<file path="config.mk">
export PLATFORM = sky130hd
export DESIGN_NAME = lfsr_range_rng_flat
export DESIGN_NICKNAME = d
export VERILOG_FILES = /design/src/rtl/lfsr_range_rng_if.sv /design/src/rtl/lfsr_range_rng.sv /design/src/flat_wrapper.sv
export SDC_FILE = /design/constraint.sdc
export NUM_CORES = 1
export LEC_CHECK = 0
export CORE_UTILIZATION = 40
export CTS_CLUSTER_SIZE = 30
export DETAILED_ROUTE_END_ITERATION = 16
export PLACE_DENSITY = 0.78
export SLEW_MARGIN = 10
export SYNTH_ARGS = -nofsm -noshare
export SYNTH_HDL_FRONTEND = slang
export SYNTH_SLANG_ARGS = --single-unit
</file>
<file path="constraint.sdc">
create_clock -name clk -period 1.6 [get_ports clk]
set_input_delay 0.16 -clock clk [delete_from_list [all_inputs] [get_ports clk]]
set_output_delay 0.16 -clock clk [all_outputs]
set_load 0.02 [all_outputs]
</file>
<file path="src/rtl/lfsr_range_rng_if.sv">
`default_nettype none
// ============================================================================
//  Module   : lfsr_range_rng_if
//  Purpose  : Seed / request / response bundle for lfsr_range_rng.
//             The master is the consumer of random values. The slave is the
//             generator.
//  Revision : 1.0  initial release
// ============================================================================
interface lfsr_range_rng_if #(
   parameter int WIDTH = 16,
   parameter int OUT_W = 3
);
   logic             seed_load;
   logic [WIDTH-1:0] seed_in;
   logic             rand_req;
   logic             rand_ready;
   logic             rand_valid;
   logic [OUT_W-1:0] rand_num;
   logic             fallback;
   logic [WIDTH-1:0] lfsr_state;

   modport master (
      output seed_load, seed_in, rand_req, rand_ready,
      input  rand_valid, rand_num, fallback, lfsr_state
   );

   modport slave (
      input  seed_load, seed_in, rand_req, rand_ready,
      output rand_valid, rand_num, fallback, lfsr_state
   );
endinterface
`default_nettype wire

</file>
<file path="src/rtl/lfsr_range_rng.sv">
`default_nettype none
// ============================================================================
//  Module   : lfsr_range_rng
//  Purpose  : Free-running Fibonacci LFSR with a request/ready front end.
//             The front end returns unbiased values 1..RANGE_MAX by rejection
//             sampling. After MAX_TRIES rejected draws it falls back to a
//             modulo reduction.
//  Revision : 1.0  initial release
// ============================================================================
module lfsr_range_rng #(
   parameter int               WIDTH     = 16,
   parameter logic [WIDTH-1:0] TAPS      = 16'hB400,
   parameter logic [WIDTH-1:0] SEED      = 16'h0001,
   parameter int               RANGE_MAX = 4,
   parameter int               MAX_TRIES = 8
) (
   input  wire logic       clk,
   input  wire logic       reset,
   lfsr_range_rng_if.slave bus
);
   localparam int               K          = $clog2(RANGE_MAX);
   localparam int               OUT_W      = $clog2(RANGE_MAX + 1);
   localparam int               TRY_W      = $clog2(MAX_TRIES + 1);
   // A zero seed would lock the LFSR, so it is replaced by 1.
   localparam logic [WIDTH-1:0] c_SEED_EFF = (SEED == '0) ? WIDTH'(1) : SEED;
   localparam logic [K:0]       c_RANGE    = (K + 1)'(RANGE_MAX);
   localparam logic [TRY_W-1:0] c_LAST_TRY = TRY_W'(MAX_TRIES - 1);

   typedef enum logic [1:0] {
      ST_IDLE = 2'd0,
      ST_DRAW = 2'd1,
      ST_HOLD = 2'd2
   } state_t;

   state_t           state_q, state_d;
   logic [WIDTH-1:0] lfsr_q, lfsr_d;
   logic [TRY_W-1:0] tries_q, tries_d;
   logic             valid_q, valid_d;
   logic [OUT_W-1:0] num_q, num_d;
   logic             fb_q, fb_d;

   logic             w_fb;
   logic [K-1:0]     w_cand;
   logic             w_accept;
   logic [31:0]      w_mod;

   // The candidate comes from the current (pre-step) LFSR state.
   assign w_cand   = lfsr_q[K-1:0];
   assign w_accept = ({1'b0, w_cand} < c_RANGE);
   assign w_mod    = 32'(w_cand) % 32'(RANGE_MAX);

   // LFSR next state. Seed load wins over lock-up recovery, which wins over a normal step.
   always_comb begin
      w_fb   = ^(lfsr_q & TAPS);
      lfsr_d = {lfsr_q[WIDTH-2:0], w_fb};
      if (bus.seed_load) begin
         lfsr_d = (bus.seed_in == '0) ? c_SEED_EFF : bus.seed_in;
      end else if (lfsr_q == '0) begin
         lfsr_d = c_SEED_EFF;
      end
   end

   // Request FSM: accept a request, draw until a candidate fits, then hold until ready.
   always_comb begin
      state_d = state_q;
      tries_d = tries_q;
      valid_d = valid_q;
      num_d   = num_q;
      fb_d    = fb_q;
      case (state_q)
         ST_IDLE: begin
            if (bus.rand_req) begin
               state_d = ST_DRAW;
               tries_d = '0;
            end
         end
         ST_DRAW: begin
            // rand_req is not looked at here: once a draw starts, it always completes.
            if (w_accept) begin
               num_d   = OUT_W'(w_cand) + OUT_W'(1);
               fb_d    = 1'b0;
               valid_d = 1'b1;
               state_d = ST_HOLD;
            end else if (tries_q == c_LAST_TRY) begin
               num_d   = OUT_W'(w_mod) + OUT_W'(1);
               fb_d    = 1'b1;
               valid_d = 1'b1;
               state_d = ST_HOLD;
            end else begin
               tries_d = tries_q + TRY_W'(1);
            end
         end
         ST_HOLD: begin
            if (bus.rand_ready) begin
               valid_d = 1'b0;
               if (bus.rand_req) begin
                  state_d = ST_DRAW;
                  tries_d = '0;
               end else begin
                  state_d = ST_IDLE;
               end
            end
         end
         default: begin
            state_d = ST_IDLE;
            valid_d = 1'b0;
         end
      endcase
   end

   // State registers. Reset drops any pending value and restarts the LFSR from the seed.
   always_ff @(posedge clk) begin
      if (reset) begin
         state_q <= ST_IDLE;
         lfsr_q  <= c_SEED_EFF;
         tries_q <= '0;
         valid_q <= 1'b0;
         num_q   <= '0;
         fb_q    <= 1'b0;
      end else begin
         state_q <= state_d;
         lfsr_q  <= lfsr_d;
         tries_q <= tries_d;
         valid_q <= valid_d;
         num_q   <= num_d;
         fb_q    <= fb_d;
      end
   end

   assign bus.rand_valid = valid_q;
   assign bus.rand_num   = num_q;
   assign bus.fallback   = fb_q;
   assign bus.lfsr_state = lfsr_q;
endmodule
`default_nettype wire

</file>
<file path="src/flat_wrapper.sv">
// flat-port wrapper written by rule: the top's interface ports become plain ports
module lfsr_range_rng_flat 
#(
   parameter int               WIDTH     = 16,
   parameter logic [WIDTH-1:0] TAPS      = 16'hB400,
   parameter logic [WIDTH-1:0] SEED      = 16'h0001,
   parameter int               RANGE_MAX = 4,
   parameter int               MAX_TRIES = 8
)
  (clk, reset, bus_seed_load, bus_seed_in, bus_rand_req, bus_rand_ready, bus_rand_valid, bus_rand_num, bus_fallback, bus_lfsr_state);
  lfsr_range_rng_if #(.WIDTH(WIDTH), .OUT_W(3)) bus_i ();
  input  wire logic clk;
  input  wire logic reset;
  input wire logic [$bits(bus_i.seed_load)-1:0] bus_seed_load;
  input wire logic [$bits(bus_i.seed_in)-1:0] bus_seed_in;
  input wire logic [$bits(bus_i.rand_req)-1:0] bus_rand_req;
  input wire logic [$bits(bus_i.rand_ready)-1:0] bus_rand_ready;
  output wire logic [$bits(bus_i.rand_valid)-1:0] bus_rand_valid;
  output wire logic [$bits(bus_i.rand_num)-1:0] bus_rand_num;
  output wire logic [$bits(bus_i.fallback)-1:0] bus_fallback;
  output wire logic [$bits(bus_i.lfsr_state)-1:0] bus_lfsr_state;
  assign bus_i.seed_load = bus_seed_load;
  assign bus_i.seed_in = bus_seed_in;
  assign bus_i.rand_req = bus_rand_req;
  assign bus_i.rand_ready = bus_rand_ready;
  assign bus_rand_valid = bus_i.rand_valid;
  assign bus_rand_num = bus_i.rand_num;
  assign bus_fallback = bus_i.fallback;
  assign bus_lfsr_state = bus_i.lfsr_state;
  lfsr_range_rng #(.WIDTH(WIDTH), .TAPS(TAPS), .SEED(SEED), .RANGE_MAX(RANGE_MAX), .MAX_TRIES(MAX_TRIES)) u_core (.clk(clk), .reset(reset), .bus(bus_i));
endmodule
</file>
# After elaboration in Yosys (flattened, before gate mapping)
# Index checks and enable logic that the tools add are counted.
# word_totals
input_bits	21
out_inout_bits	21
ff_bits	22
# op_classes
n_eq_ne	4
n_reduce_logical	6
n_bitwise	1
muxes	9
n_addsub	1
# op_table
cell	n
2-to-1 mux 16 bit	3
logical NOT 16 bit	2
XOR reduction 16 bit	1
one-hot mux 2 bit (3 select lines)	1
2-to-1 mux 2 bit	2
!= test 2 bit (second input constant)	2
AND reduction 2 bit	2
adder 2 x 1 -> 3 bit (second input constant)	1
one-hot mux 1 bit (3 select lines)	1
equality test 2 x 1 -> 1 bit (second input constant)	1
equality test 2 bit (second input constant)	1
logical NOT 2 bit	1
2-to-1 mux 1 bit	2
inverter 1 bit	1

# Depth between registers and ports, before layout
# Gate-level depths: netlist of the first run.
# depth
word_depth	3
ltp_mapped	6
ltp_nobuf	6

# Worst setup path after synthesis of the first run
# No wires, ideal clock.
# synth_timing
path_kind	flip-flop to flip-flop
from	reg u_core.lfsr_q[0], in the netlist u_core.bus.lfsr_state[0]
to	reg u_core.lfsr_q[1], in the netlist u_core.bus.lfsr_state[1]
synth_period_minus_slack_ns	1.464
required_ns	1.541
n_path_buf	0
slack_ns	0.136
t_arrival_ns	1.404
stages_incl_launch_ff	7
cell_sequence	dfxtp_1 -> inv_1 -> ha_1 -> nor4b_2 -> and4_1 -> nor3_2 -> a22o_1
# synth_via
elab_chain_len	3
# synth_lines
item	line_no	rtl
from (decl)	lfsr_range_rng.sv:36	logic [WIDTH-1:0] lfsr_q, lfsr_d;
from (signal assigned)	lfsr_range_rng.sv:115	lfsr_q <= c_SEED_EFF;
from (signal assigned)	lfsr_range_rng.sv:122	lfsr_q <= lfsr_d;
logical NOT 16 bit	lfsr_range_rng.sv:58	end else if (lfsr_q == '0) begin
2-to-1 mux 16 bit *	lfsr_range_rng.sv:58	
2-to-1 mux 16 bit *	lfsr_range_rng.sv:56	if (bus.seed_load) begin
# Mark *: on every way between the ends. The rest lies on a longest branch, timed or not.
# A chain may end at the register's enable or synchronous reset.

# Final worst setup path of the first run
# layout_timing
from	reg u_core.lfsr_q[0], in the netlist u_core.bus.lfsr_state[0]
to	out bus_lfsr_state[0]
# layout_rtl
item	line_no	rtl
to (decl)	flat_wrapper.sv:21	output wire logic [$bits(bus_i.lfsr_state)-1:0] bus_lfsr_state;
# No word-level cell between the ends.

==> report_table.html, run 1 <==
<table>
<tr><th>Metric</th><th>Value</th></tr>
<tr><th colspan="2">Status</th></tr>
<tr><td>Outcome</td><td>complete, no violations</td></tr>
<tr><th colspan="2">Worst setup path</th></tr>
<tr><td>Origin of the worst setup path</td><td>u_core.bus.lfsr_state[0]</td></tr>
<tr><td>Cell Chain, Critical Path</td><td>clkdlybuf4s50_1</td></tr>
<tr><td>Buf/Inv on CP</td><td>1</td></tr>
<tr><td>Worst reg2reg setup slack</td><td>0.09 ns</td></tr>
<tr><td>Family of cells with the greatest summed delay on the critical path</td><td>buffers and inverters</td></tr>
<tr><td>Worst Reg-to-Reg Cells</td><td>6</td></tr>
<tr><td>CP Data Required Time</td><td>1.44 ns</td></tr>
<tr><td>Capturing point of the worst reg2reg path</td><td>u_core.bus.lfsr_state[14]</td></tr>
<tr><td>Slowest library cell on the worst path</td><td>sky130_fd_sc_hd__clkdlybuf4s50_1</td></tr>
<tr><td>Maximum cell stage delay along the critical path</td><td>0.63 ns</td></tr>
<tr><td>Worst path arrival time</td><td>1.35 ns</td></tr>
<tr><td>Critical path launch point type</td><td>flip-flop</td></tr>
<tr><td>CP endpoint kind</td><td>output port</td></tr>
<tr><td>Crit Path Category</td><td>flip-flop to output port</td></tr>
<tr><td>Max Fanout on Critical Path</td><td>5</td></tr>
<tr><td>Source of the worst register-to-register timing path</td><td>u_core.bus.lfsr_state[13]</td></tr>
<tr><th colspan="2">Global route</th></tr>
<tr><td>Largest net degree at the start of global routing</td><td>15</td></tr>
<tr><td>First-pass GRT wire length</td><td>3.33 mm</td></tr>
<tr><td>GRT Resource Usage Total</td><td>17.7%</td></tr>
<tr><td>Antenna violations before repair</td><td>0</td></tr>
<tr><td>Number of global-route vias before repair</td><td>745</td></tr>
<tr><td>Total gr overflow</td><td>0</td></tr>
<tr><th colspan="2">Synth</th></tr>
<tr><td>Flop and latch count out of synthesis</td><td>22</td></tr>
<tr><td>Count of unique library cells instantiated by Yosys</td><td>29</td></tr>
<tr><td>Top cell type by total area after synthesis</td><td>sky130_fd_sc_hd__dfxtp_1</td></tr>
<tr><td>Most instantiated flip-flop cell in the synthesis netlist</td><td>sky130_fd_sc_hd__dfxtp_1</td></tr>
<tr><td>Count of flip-flops with a built-in enable after synthesis</td><td>0</td></tr>
<tr><td>Area contributors post-synth</td><td>sky130_fd_sc_hd__dfxtp_1 48%, sky130_fd_sc_hd__mux2i_1 14%, sky130_fd_sc_hd__nor2_1 6.9%, sky130_fd_sc_hd__ha_1 4.1%, sky130_fd_sc_hd__a22o_1 2.8%</td></tr>
<tr><td>Seq/Total Area, Yosys</td><td>47.6%</td></tr>
<tr><td>Share of the synthesized area in the top cell type</td><td>47.6%</td></tr>
<tr><td>Warnings from Yosys</td><td>0</td></tr>
<tr><td>Post-synthesis instance area</td><td>926 µm²</td></tr>
<tr><td>Post-synthesis cell count</td><td>94</td></tr>
<tr><td>Syn Area/Cell</td><td>9.85 µm²</td></tr>
<tr><td>Syn Nets</td><td>118</td></tr>
<tr><td>Proportion of synthesized flip-flops having asynchronous set or reset</td><td>0%</td></tr>
<tr><th colspan="2">Routing</th></tr>
<tr><td>First drt pass iteration count</td><td>4</td></tr>
<tr><td>Iteration-0 DRC count of the detailed router</td><td>10</td></tr>
<tr><td>Post-detailed-route wirelength per cell</td><td>13.0 µm</td></tr>
<tr><td>Final wirelength</td><td>2.13 mm</td></tr>
<tr><td>Remaining antenna violation count</td><td>0</td></tr>
<tr><td>Via density per instance</td><td>5.02</td></tr>
<tr><td>DRC violations left</td><td>0</td></tr>
<tr><td>Count of vias placed by the detailed router</td><td>823</td></tr>
<tr><th colspan="2">Clocking</th></tr>
<tr><td>Clock latency reported for the late side of the worst-skew pair</td><td>0.31 ns</td></tr>
<tr><td>Largest buffer count on any clock path</td><td>2</td></tr>
<tr><td>Clock transition time at the flip-flop clock pins of the worst setup and hold paths</td><td>0.13 ns</td></tr>
<tr><td>Number of H-tree levels</td><td>1</td></tr>
<tr><td>Num Clock Sinks</td><td>22</td></tr>
<tr><td>Number of buffers inserted during clock tree synthesis</td><td>3</td></tr>
<tr><td># Post-CTS Setup Buffers</td><td>0</td></tr>
<tr><td>Clk Tree Root Cell</td><td>sky130_fd_sc_hd__clkbuf_4</td></tr>
<tr><td>TritonCTS clock tree</td><td>done</td></tr>
<tr><th colspan="2">Floorplan</th></tr>
<tr><td>Initial Utilization</td><td>42.3%</td></tr>
<tr><td>Number of top-level pins</td><td>42</td></tr>
<tr><td>Die X-Extent</td><td>50.1 µm</td></tr>
<tr><td>Die outline area</td><td>0.00251 mm²</td></tr>
<tr><td>Die Height</td><td>50.1 µm</td></tr>
<tr><td>Standard-cell row count</td><td>17</td></tr>
<tr><td>Core area</td><td>0.00219 mm²</td></tr>
<tr><th colspan="2">STA</th></tr>
<tr><td>Share of the clock period used by the worst path</td><td>94.7%</td></tr>
<tr><td>Setup repair after global routing missed its margin</td><td>no</td></tr>
<tr><td>Final Worst Setup Slack</td><td>0.0854 ns</td></tr>
<tr><td>Peak clock frequency supported by timing</td><td>660 MHz</td></tr>
<tr><td>Worst Clk Skew</td><td>0.0141 ns</td></tr>
<tr><td>Count of endpoints failing hold in the final timing report</td><td>0</td></tr>
<tr><td>Fin crit period</td><td>1.51 ns</td></tr>
<tr><td>Final count of pins violating max slew</td><td>0</td></tr>
<tr><td>Final setup violation count</td><td>0</td></tr>
<tr><td>Final setup TNS</td><td>0 ns</td></tr>
<tr><th colspan="2">Placed design</th></tr>
<tr><td>Post-DP Area</td><td>0.00136 mm²</td></tr>
<tr><td>Worst Setup Slack post-DPL</td><td>0.128 ns</td></tr>
<tr><td>Global placement routability congestion</td><td>0.811</td></tr>
<tr><td>Post-detail-place hpwl</td><td>1.64 mm</td></tr>
<tr><td>Port-buffer cells</td><td>40</td></tr>
<tr><th colspan="2">Cells and area</th></tr>
<tr><td>Count of antenna diodes in the layout</td><td>0</td></tr>
<tr><td>P&amp;R area growth vs syn</td><td>53.2%</td></tr>
<tr><td>Final cell utilization of the core</td><td>64.8%</td></tr>
<tr><td>Fraction of layout instances using a drive strength above 1</td><td>8.09%</td></tr>
<tr><td>Final Net Count</td><td>161</td></tr>
<tr><td>Summed area of non-filler cells in the final layout</td><td>0.00142 mm²</td></tr>
<tr><td>FILL cells</td><td>183</td></tr>
<tr><th colspan="2">Hold path</th></tr>
<tr><td>Start point of the worst min-delay path</td><td>bus_rand_req</td></tr>
<tr><td>Class of the most critical hold timing path</td><td>input pin to flip-flop</td></tr>
<tr><td>Worst min-delay path endpoint</td><td>u_core.state_q[0]</td></tr>
<tr><td>Hold Crit Depth</td><td>2</td></tr>
<tr><th colspan="2">Power and ir drop</th></tr>
<tr><td>Max rail drop VDD</td><td>0.624 mV</td></tr>
<tr><td>Power per cell area</td><td>926 mW/mm²</td></tr>
<tr><td>Lkg Pwr</td><td>0.000591 µW</td></tr>
<tr><td>Power consumption</td><td>1310 µW</td></tr>
<tr><th colspan="2">Flow run</th></tr>
<tr><td>MaxCap Viol Count</td><td>0</td></tr>
</table>
## cells in the mapped netlist, types with 2 or more instances
cell type	n
sky130_fd_sc_hd__a22o_1	3
sky130_fd_sc_hd__nor4b_1	2
sky130_fd_sc_hd__nor2_1	17
sky130_fd_sc_hd__nor3_1	2
sky130_fd_sc_hd__ha_1	3
sky130_fd_sc_hd__mux2i_1	13
sky130_fd_sc_hd__nor2b_1	3
sky130_fd_sc_hd__inv_1	4
sky130_fd_sc_hd__dfxtp_1	22
sky130_fd_sc_hd__buf_2	3
sky130_fd_sc_hd__nor4_1	4
## cells in the final DEF, fill, tap and decap left out
cell type                         count
sky130_fd_sc_hd__xor2_1               1
sky130_fd_sc_hd__clkinv_1             1
sky130_fd_sc_hd__bufinv_16            1
sky130_fd_sc_hd__a22o_1               3
sky130_fd_sc_hd__nor4b_1              2
sky130_fd_sc_hd__clkbuf_4             3
sky130_fd_sc_hd__nor4b_2              1
sky130_fd_sc_hd__nor4_1               4
sky130_fd_sc_hd__buf_4                3
sky130_fd_sc_hd__nor3_4               1
sky130_fd_sc_hd__mux2i_1             13
sky130_fd_sc_hd__nand4_1              1
sky130_fd_sc_hd__a21oi_1              1
sky130_fd_sc_hd__and4_1               1
sky130_fd_sc_hd__o31ai_1              1
sky130_fd_sc_hd__inv_1                4
sky130_fd_sc_hd__nand2_1              1
sky130_fd_sc_hd__clkdlybuf4s50_1     39
sky130_fd_sc_hd__inv_2                1
sky130_fd_sc_hd__nor3_1               2
sky130_fd_sc_hd__o21a_1               1
sky130_fd_sc_hd__a211oi_1             1
sky130_fd_sc_hd__dlymetal6s2s_1       1
sky130_fd_sc_hd__nor2_2               1
sky130_fd_sc_hd__dfxtp_1             22
sky130_fd_sc_hd__nor2b_1              3
sky130_fd_sc_hd__a32oi_1              1
sky130_fd_sc_hd__xnor2_1              1
sky130_fd_sc_hd__nor2_1              17
sky130_fd_sc_hd__conb_1               1
sky130_fd_sc_hd__ha_1                 3
## power breakdown
group,internal [µW],switching [µW]
logic,154,125
registers,584,32.2
clock network,253,165
total,991,323
## sequential cells by signal, summed over array words and instances, names as in the netlist
name                   cells
u_core.bus.lfsr_state     16
u_core.bus.rand_num        3
u_core.state_q             2
u_core.bus.rand_valid      1
## routing by layer
layer | up-vias | GRT usage (%) | routed length (µm) | share of wire (%)
met5 | - | 0 | 0 | 0
met3 | 2 | 3.40 | 114 | 5.4
met4 | 0 | 7.14 | 20 | 0.94
met1 | 386 | 22.0 | 959 | 45
li1 | 407 | - | - | -
met2 | 28 | 29.6 | 1030 | 49
## how the worst max path moves through the flow
stage | depth (start not counted) | endpoint | slack, ns
after global placement | 6 | u_core.bus.lfsr_state[2] | 0.20
after floorplan | 6 | u_core.bus.lfsr_state[1] | 0.14
after CTS | 1 | bus_lfsr_state[10] | 0.02
final | 1 | bus_lfsr_state[0] | 0.09
after global routing | 1 | bus_lfsr_state[0] | 0.008
after detailed placement | 6 | u_core.bus.lfsr_state[14] | 0.13
## cells by family (layout without fill, tap and decap cells)
group / count (synthesis) / count (layout) / synth area share [%]
XOR/XNOR: 2 / 2 / 1.89
AND/OR/NAND/NOR: 34 / 34 / 20.0
multiplexers: 13 / 13 / 14.1
buffers and inverters: 11 / 53 / 5.27
other: 1 / 1 / 0.405
flip-flops: 22 / 22 / 47.6
adder cells (fa/ha/maj): 3 / 3 / 4.05
AO/OA/AOI/OAI: 8 / 8 / 6.76
## through the flow
step | cells | hold WS, ns
after global routing | 164 | 0.433
after global placement | 160 | 0.472
after floorplan | 94 | 0.293
after detailed placement | 160 | 0.487
after CTS | 164 | 0.416
final | 164 | 0.414
## area by class of cell
class	count	area (µm²)	share of cell area (%)
multi-input cells	61	443	31.2
clock inverters	1	30.0	2.12
repair buffers	43	425	30.0
clock buffers	3	22.5	1.59
inverters	6	22.5	1.59
well taps	28	35.0	2.47
flip-flops and latches	22	440	31.0
## timing repair
| item | CTS | global route |
|---|---|---|
| hold buffers | 0 | 0 |
| setup endpoints to repair | 0 | 5 |
| resized for setup | 0 | 2 |
(Power assumes the default switching activity.)
==> inputs of run 2 (changes only) <==
Settings changed: SKIP_CTS_REPAIR_TIMING set to 1.
==> results of run 2 <==
No change in the layout: final DEF, timing and power equal those of run 1.
==> inputs of run 3 (changes only) <==
--- a/constraint.sdc
+++ b/constraint.sdc
@@ -3,2 +3,2 @@
 set_output_delay 0.16 -clock clk [all_outputs]
-set_load 0.02 [all_outputs]
+set_load 0.01 [all_outputs]
==> report_table.html, run 3 (synthesized netlist as in run 1, its figures left out) <==
<table>
<tr><th>Metric</th><th>Value</th></tr>
<tr><th colspan="2">Status</th></tr>
<tr><td>Outcome</td><td>complete, no violations</td></tr>
<tr><th colspan="2">Cells and area</th></tr>
<tr><td>Count of antenna diodes in the layout</td><td>0</td></tr>
<tr><td>P&amp;R area growth vs syn</td><td>53.0%</td></tr>
<tr><td>Fraction of layout instances using a drive strength above 1</td><td>8.09%</td></tr>
<tr><td>Summed area of non-filler cells in the final layout</td><td>0.00142 mm²</td></tr>
<tr><td>Most common cell after layout, fill and taps aside</td><td>sky130_fd_sc_hd__clkdlybuf4s50_1</td></tr>
<tr><td>Final Net Count</td><td>161</td></tr>
<tr><td>Flip-flop count of the largest register, all copies and words added</td><td>16</td></tr>
<tr><td>Commonest non-fill, non-tap cells in the layout</td><td>40 x sky130_fd_sc_hd__clkdlybuf4s50_1, 22 x sky130_fd_sc_hd__dfxtp_1, 17 x sky130_fd_sc_hd__nor2_1, 13 x sky130_fd_sc_hd__mux2i_1</td></tr>
<tr><td>FILL cells</td><td>183</td></tr>
<tr><th colspan="2">Routing</th></tr>
<tr><td>Count of vias placed by the detailed router</td><td>823</td></tr>
<tr><td>First drt pass iteration count</td><td>4</td></tr>
<tr><td>Remaining antenna violation count</td><td>0</td></tr>
<tr><td>Iteration-0 DRC count of the detailed router</td><td>10</td></tr>
<tr><td>Post-detailed-route wirelength per cell</td><td>13.0 µm</td></tr>
<tr><td>Via density per instance</td><td>5.02</td></tr>
<tr><td>DRC violations left</td><td>0</td></tr>
<tr><td>Final wirelength</td><td>2.13 mm</td></tr>
<tr><th colspan="2">Global route</th></tr>
<tr><td>Total gr overflow</td><td>0</td></tr>
<tr><td>GRT Resource Usage Total</td><td>17.7%</td></tr>
<tr><td>First-pass GRT wire length</td><td>3.33 mm</td></tr>
<tr><td>Global routing met1 resource utilization</td><td>22.0%</td></tr>
<tr><td>Number of global-route vias before repair</td><td>745</td></tr>
<tr><td>Antenna violations before repair</td><td>0</td></tr>
<tr><td>Fraction of met2 tracks used by global routing</td><td>29.6%</td></tr>
<tr><td>Busiest metal layer after global routing</td><td>met2</td></tr>
<tr><td>Largest net degree at the start of global routing</td><td>15</td></tr>
<tr><td>Met3 Resource Use GR</td><td>3.40%</td></tr>
<tr><th colspan="2">Power and ir drop</th></tr>
<tr><td>Max rail drop VDD</td><td>0.618 mV</td></tr>
<tr><td>Lkg Pwr</td><td>0.000576 µW</td></tr>
<tr><td>Power per cell area</td><td>910 mW/mm²</td></tr>
<tr><td>Power consumption</td><td>1290 µW</td></tr>
<tr><th colspan="2">Worst setup path</th></tr>
<tr><td>Maximum cell stage delay along the critical path</td><td>0.36 ns</td></tr>
<tr><td>Worst path arrival time</td><td>1.70 ns</td></tr>
<tr><td>Crit Path Category</td><td>flip-flop to flip-flop</td></tr>
<tr><td>Critical path launch point type</td><td>flip-flop</td></tr>
<tr><td>CP Data Required Time</td><td>1.80 ns</td></tr>
<tr><td>CP endpoint kind</td><td>flip-flop</td></tr>
<tr><td>Slowest library cell on the worst path</td><td>sky130_fd_sc_hd__dfxtp_1</td></tr>
<tr><td>Cell Chain, Critical Path</td><td>inv_1, ha_1, nor4b_1, and4_1, nor3_4, a22o_1</td></tr>
<tr><td>Max Fanout on Critical Path</td><td>4</td></tr>
<tr><th colspan="2">Clocking</th></tr>
<tr><td>Number of H-tree levels</td><td>1</td></tr>
<tr><td>Number of buffers inserted during clock tree synthesis</td><td>3</td></tr>
<tr><td>Num Clock Sinks</td><td>22</td></tr>
<tr><td>TritonCTS clock tree</td><td>done</td></tr>
<tr><td>Clock transition time at the flip-flop clock pins of the worst setup and hold paths</td><td>0.13 ns</td></tr>
<tr><td>Clk Tree Root Cell</td><td>sky130_fd_sc_hd__clkbuf_4</td></tr>
<tr><td>Clock latency reported for the late side of the worst-skew pair</td><td>0.31 ns</td></tr>
<tr><td>Largest buffer count on any clock path</td><td>2</td></tr>
<tr><th colspan="2">Floorplan</th></tr>
<tr><td>Die Height</td><td>50.1 µm</td></tr>
<tr><td>Die outline area</td><td>0.00251 mm²</td></tr>
<tr><td>Standard-cell row count</td><td>17</td></tr>
<tr><td>Die X-Extent</td><td>50.1 µm</td></tr>
<tr><td>Number of top-level pins</td><td>42</td></tr>
<tr><td>Initial Utilization</td><td>42.3%</td></tr>
<tr><td>Core area</td><td>0.00219 mm²</td></tr>
<tr><th colspan="2">Placed design</th></tr>
<tr><td>Worst Setup Slack post-DPL</td><td>0.128 ns</td></tr>
<tr><td>Post-DP Area</td><td>0.00136 mm²</td></tr>
<tr><td>Port-buffer cells</td><td>40</td></tr>
<tr><td>Global placement routability congestion</td><td>0.811</td></tr>
<tr><td>Post-detail-place hpwl</td><td>1.64 mm</td></tr>
<tr><th colspan="2">STA</th></tr>
<tr><td>Final setup TNS</td><td>0 ns</td></tr>
<tr><td>Worst Clk Skew</td><td>0.0141 ns</td></tr>
<tr><td>Count of endpoints failing hold in the final timing report</td><td>0</td></tr>
<tr><td>Share of the clock period used by the worst path</td><td>94.1%</td></tr>
<tr><td>Final setup violation count</td><td>0</td></tr>
<tr><td>Fin crit period</td><td>1.51 ns</td></tr>
<tr><td>Final Worst Setup Slack</td><td>0.0945 ns</td></tr>
<tr><td>Smallest hold slack</td><td>0.414 ns</td></tr>
<tr><td>Peak clock frequency supported by timing</td><td>664 MHz</td></tr>
<tr><td>Setup repair after global routing missed its margin</td><td>no</td></tr>
<tr><td>Final count of pins violating max slew</td><td>0</td></tr>
<tr><th colspan="2">Hold path</th></tr>
<tr><td>Class of the most critical hold timing path</td><td>input pin to flip-flop</td></tr>
<tr><th colspan="2">Flow run</th></tr>
<tr><td>MaxCap Viol Count</td><td>0</td></tr>
</table>
## run 3: changes by cell type in the layout (fill, tap and decap cells not counted), sizes merged
cell	delta
clkdlybuf4s50	+1
dlymetal6s2s	-1
## run 3: worst paths after layout
path	startpoint	end	slack, ns	depth (start not counted)
max reg2reg	u_core.bus.lfsr_state[13]	u_core.bus.lfsr_state[14]	0.09	6
max	u_core.bus.lfsr_state[13]	u_core.bus.lfsr_state[14]	0.09	6
min reg2reg	u_core.bus.rand_num[1]	u_core.bus.rand_num[1]	0.51	2
min	bus_rand_req	u_core.state_q[0]	0.41	2
## run 3: layer usage
layer | vias up | routed length [µm] | part of all wire, %
li1 | 407 | - | -
met3 | 2 | 115 | 5.4
met2 | 28 | 1030 | 48
met1 | 386 | 959 | 45
met5 | - | 0 | 0
met4 | 0 | 20 | 0.94
## run 3: layout make-up
| type | instances | area, µm² | area share [%] |
|---|---|---|---|
| clock buffers | 3 | 22.5 | 1.59 |
| clock inverters | 1 | 30.0 | 2.12 |
| flip-flops and latches | 22 | 440 | 31.1 |
| multi-input cells | 61 | 443 | 31.3 |
| inverters | 6 | 22.5 | 1.59 |
| well taps | 28 | 35.0 | 2.47 |
| repair buffers | 43 | 423 | 29.9 |
## run 3: power breakdown
group / total, µW / switching [µW] / internal, µW
Clock: 419 / 165 / 253
Sequential: 616 / 32.3 / 584
Combinational: 253 / 99.4 / 154
## run 3: per-stage QoR
step / instances / util (%)
finish: 164 / 64.6
global route: 164 / 64.6
CTS: 164 / 64.4
detailed placement: 160 / 62.0
global placement: 160 / 62.0
floorplan: 94 / -
## run 3: critical path: cells and delay by family (launching register included)
family,cells,cell delay [ns]
and+or+nand+nor,3,0.63
DFF,1,0.36
AOI/OAI and AO/OA,1,0.20
adders and majority gates,1,0.14
buffers and inverters,1,0.06
==> RTL edit 1, RTL diff (config.mk and constraints of run 1) <==
`WIDTH` is set to 16 in 3 places; all go to 18.
--- a/src/rtl/lfsr_range_rng_if.sv
+++ b/src/rtl/lfsr_range_rng_if.sv
@@ -7,7 +7,7 @@
 //  Revision : 1.0  initial release
 // ============================================================================
 interface lfsr_range_rng_if #(
-   parameter int WIDTH = 16,
+   parameter int WIDTH = 18,
    parameter int OUT_W = 3
 );
    logic             seed_load;
--- a/src/rtl/lfsr_range_rng.sv
+++ b/src/rtl/lfsr_range_rng.sv
@@ -8,7 +8,7 @@
 //  Revision : 1.0  initial release
 // ============================================================================
 module lfsr_range_rng #(
-   parameter int               WIDTH     = 16,
+   parameter int               WIDTH     = 18,
    parameter logic [WIDTH-1:0] TAPS      = 16'hB400,
    parameter logic [WIDTH-1:0] SEED      = 16'h0001,
    parameter int               RANGE_MAX = 4,
--- a/src/flat_wrapper.sv
+++ b/src/flat_wrapper.sv
@@ -1,7 +1,7 @@
 // flat-port wrapper written by rule: the top's interface ports become plain ports
 module lfsr_range_rng_flat 
 #(
-   parameter int               WIDTH     = 16,
+   parameter int               WIDTH     = 18,
    parameter logic [WIDTH-1:0] TAPS      = 16'hB400,
    parameter logic [WIDTH-1:0] SEED      = 16'h0001,
    parameter int               RANGE_MAX = 4,
Ports: changed (resized bus_lfsr_state and bus_seed_in); port bits go from 42 to 46. The function was not compared with the original's and may differ.
==> RTL edit 1 against run 1 <==
Non-clock buffer count is 6 higher; worst setup slack worse by 0.046 ns; sequential cell count is 2 higher; clock skew is 0.0093 ns lower; final area is 7.2% higher; area after synthesis is 6.8% higher; first-iteration DRC count is 20% higher; total power is 1.1% lower; routed wire length is 19% higher; largest cell class is now flip-flops and latches; largest power group unchanged; highest routed layer unchanged.
==> RTL edit 1: results <==
set metrics [dict create \
    ys_warn_count 0 \
    grt_pass1_vias 909 \
    drt_wl_total_mm 2.53 \
    dr.first_iter.drc_count 12 \
    critPathLaunch "u_core.bus.lfsr_state[15]" \
    drive_above_1_share_pct 8.16 \
    path_delay_family "buffers and inverters" \
    clkTransAtPathRegs_ns 0.13 \
    ys_types 25 \
    crit_end "bus_lfsr_state[15]" \
    clock_power_share_pct 24.6 \
    arrival_ns 1.40 \
    synth-async-reset-ratio_pct 0 \
    drt.antenna.violating_nets 0 \
    postCtsSetupBuffers 0 \
    dr_wl_met2_mm 1.18 \
    track_usage_pct 20.8 \
    grt_start_max_net_pins 16 \
    via_per_inst 5.12 \
    cts_buffer_depth 2 \
    skew_ns 0.00484 \
    grt_pass1_wl_mm 4.02 \
    placed_area_um2 1480 \
    gp_congestion 0.816 \
    p_leak_nw 0.630 \
    vias 896 \
    largest_register_ffs 18 \
    rr_endpoint "u_core.bus.lfsr_state[14]" \
    switching_share_pct 27.2 \
    antenna_found_initial 0 \
    peakVddDrop_uv 535 \
    powerDensity_nw_per_um2 854 \
    status "completed" \
    synthTopCellsByCount "dfxtp_1, nor2_1, mux2i_1" \
    synth_area_leaders "dfxtp_1, mux2i_1, nor2_1" \
    min_path_type "in -> reg" \
    reg2reg_from "u_core.bus.lfsr_state[1]" \
    syn_inst 99 \
    wl_met1_mm 1.18 \
    ys_seq_area_share_pct 48.6 \
    critical-path-max-stage-delay_ns 0.64 \
    synthesis.nets 125 \
    root_buffer "clkbuf_4" \
    top_layer "met4" \
    comb_power_mw 0.309 \
    route.met3.wl_um 151 \
    critPathMaxFanout 4 \
    hpwlAfterDp_mm 2.00 \
    io_buffers 44 \
    placed_cells 171 \
]
-- RTL edit 1: worst min path at each step --
stage | startpoint | end | slack (ns) | cells past startpoint
after floorplan | bus_seed_in[13] | u_core.bus.lfsr_state[13] | 0.29 | 1
after global placement | u_core.state_q[0] | u_core.state_q[0] | 0.46 | 1
after detailed placement | u_core.state_q[0] | u_core.state_q[0] | 0.48 | 1
after CTS | bus_rand_req | u_core.state_q[0] | 0.43 | 2
after global routing | bus_rand_req | u_core.state_q[0] | 0.42 | 2
final | bus_rand_req | u_core.state_q[0] | 0.43 | 2
-- RTL edit 1: metal layers --
layer | track usage [%] | vias to the layer above
met5 | 0 | -
li1 | - | 438
met3 | 2.05 | 2
met2 | 37.2 | 48
met1 | 25.8 | 408
met4 | 6.76 | 0
-- RTL edit 1: logic make-up after synthesis --
kind of cell	after synthesis	share of synthesized area (%)
AND/OR/NAND/NOR	34	18.0
flip-flops	24	48.6
multiplexers	15	15.2
buffers and inverters	11	4.81
AO/OA/AOI/OAI	9	7.47
adder cells (fa/ha/maj)	3	3.80
XOR/XNOR	2	1.77
other	1	0.379
-- RTL edit 1: per-stage QoR --
| step | TNS (ns) | setup slack [ns] | utilization [%] |
|---|---|---|---|
| after global placement | -0.00119 | -0.00119 | 64.9 |
| after detailed placement | -0.0350 | -0.0350 | 64.9 |
| after global routing | 0 | 0.00861 | 66.8 |
| final | 0 | 0.0394 | 66.8 |
| after CTS | 0 | 0.0403 | 66.5 |
| after floorplan | 0 | 0.126 | - |
-- RTL edit 1: final cells by class --
| type | count | area [µm²] |
|---|---|---|
| clock buffers | 4 | 36.3 |
| fillers | 203 | 754 |
| inverters | 6 | 22.5 |
| multi-input cells | 64 | 467 |
| flip-flops and latches | 24 | 480 |
| well taps | 28 | 35.0 |
| repair buffers | 49 | 480 |
==> RTL edit 2, RTL diff (settings of run 1) <==
Without the edit above. Encoding of `state_t`: now one-hot (3 bits for 3 states).
--- a/src/rtl/lfsr_range_rng.sv
+++ b/src/rtl/lfsr_range_rng.sv
@@ -26,10 +26,10 @@
    localparam logic [K:0]       c_RANGE    = (K + 1)'(RANGE_MAX);
    localparam logic [TRY_W-1:0] c_LAST_TRY = TRY_W'(MAX_TRIES - 1);
 
-   typedef enum logic [1:0] {
-      ST_IDLE = 2'd0,
-      ST_DRAW = 2'd1,
-      ST_HOLD = 2'd2
+   typedef enum logic [2:0] {
+      ST_IDLE = 3'b001,
+      ST_DRAW = 3'b010,
+      ST_HOLD = 3'b100
    } state_t;
 
    state_t           state_q, state_d;
Check against the original RTL: no difference found for any inputs over 10 cycles, from zero or initial values and one cycle with reset high; not proved beyond that.
==> RTL edit 2 against run 1 <==
Routed wire length grew 9.6%; worst setup slack got worse by 0.0072 ns; final area is 3.7% higher; die area grew 7.3%; area after synthesis rose by 7.6%; synthesized cell count rose by 13%; sequential cell count rose by 1; total power shrank 11%; sequential share of layout area rose by 0.25 points; global-route usage is 1.5 points higher; critical path type unchanged; largest cell class unchanged.
==> RTL edit 2: results <==
set metrics [dict create \
    status "completed" \
    crit_end "bus_lfsr_state[10]" \
    grt_pass1_wl_mm 3.77 \
    track_usage_pct 19.2 \
    dr_wl_met2_mm 1.11 \
    hpwlAfterDp_mm 1.89 \
    gp_congestion 0.787 \
    n_antenna_cell 0 \
    hold_depth 3 \
    peakVddDrop_uv 544 \
    drive_above_1_share_pct 5.37 \
    hold_start "bus_seed_in[0]" \
    synthesis.nets 130 \
    grt_pass1_vias 895 \
    critPathLaunch "u_core.bus.lfsr_state[10]" \
    skew_ns 0.00458 \
    ys_types 30 \
    wl_met1_mm 1.04 \
    placed_area_um2 1440 \
    synth-compound-area-share_pct 10.3 \
    regToRegSetupSlack_ns 0.15 \
    synth_fa_ha_area_share_pct 3.77 \
    grt_start_max_net_pins 13 \
    hold_ws_ns 0.423 \
    ys_seq_area_share_pct 46.2 \
    syn_inst 106 \
    critPathMaxFanout 4 \
    p_leak_nw 0.597 \
    via_per_inst 5.11 \
    vias 905 \
    globalRouteMet2Util_pct 31.2 \
    postCtsSetupBuffers 0 \
    pre_cts_ws_ns 0.135 \
    largest_register_ffs 16 \
    met3_usage_pct 7.31 \
    min_to "u_core.bus.lfsr_state[0]" \
    globalRouteMet1Util_pct 23.6 \
    synth_xor_area_share_pct 1.76 \
    fmax_mhz 657 \
    reg2reg_from "u_core.bus.lfsr_state[0]" \
    drt_wl_total_mm 2.33 \
    route.met3.wl_um 139 \
    synthMuxAreaShare_pct 11.1 \
    placed_cells 173 \
]
RTL edit 2: cell count changes after synthesis, sizes merged, moves of 2 or more:
cell | before | now
nand2b | 0 | 5
nor2 | 18 | 16
mux2i | 13 | 11
nand3b | 0 | 2
o21ai | 0 | 2
a21oi | 1 | 4
RTL edit 2: layout make-up:
type / instances / area [µm²]
Timing Repair Buffer: 44 / 433
Clock buffer: 4 / 26.3
Inverter: 6 / 22.5
Tap cell: 28 / 35.0
Sequential cell: 23 / 460
Multi-Input combinational cell: 72 / 494
Fill cell: 192 / 805
RTL edit 2: cells by family after synthesis:
family,Yosys count
xor gates and xnor gates,2
AOI/OAI and AO/OA,15
adders and majority gates,3
buffers and inverters,11
DFF,23
and+or+nand+nor,40
muxes,11
other,1
RTL edit 2: where the power goes:
group	leakage, nW	internal [mW]	switching (mW)
sequential	0.189	0.606	0.0328
clock	0.0150	0.0972	0.164
combinational	0.392	0.147	0.120
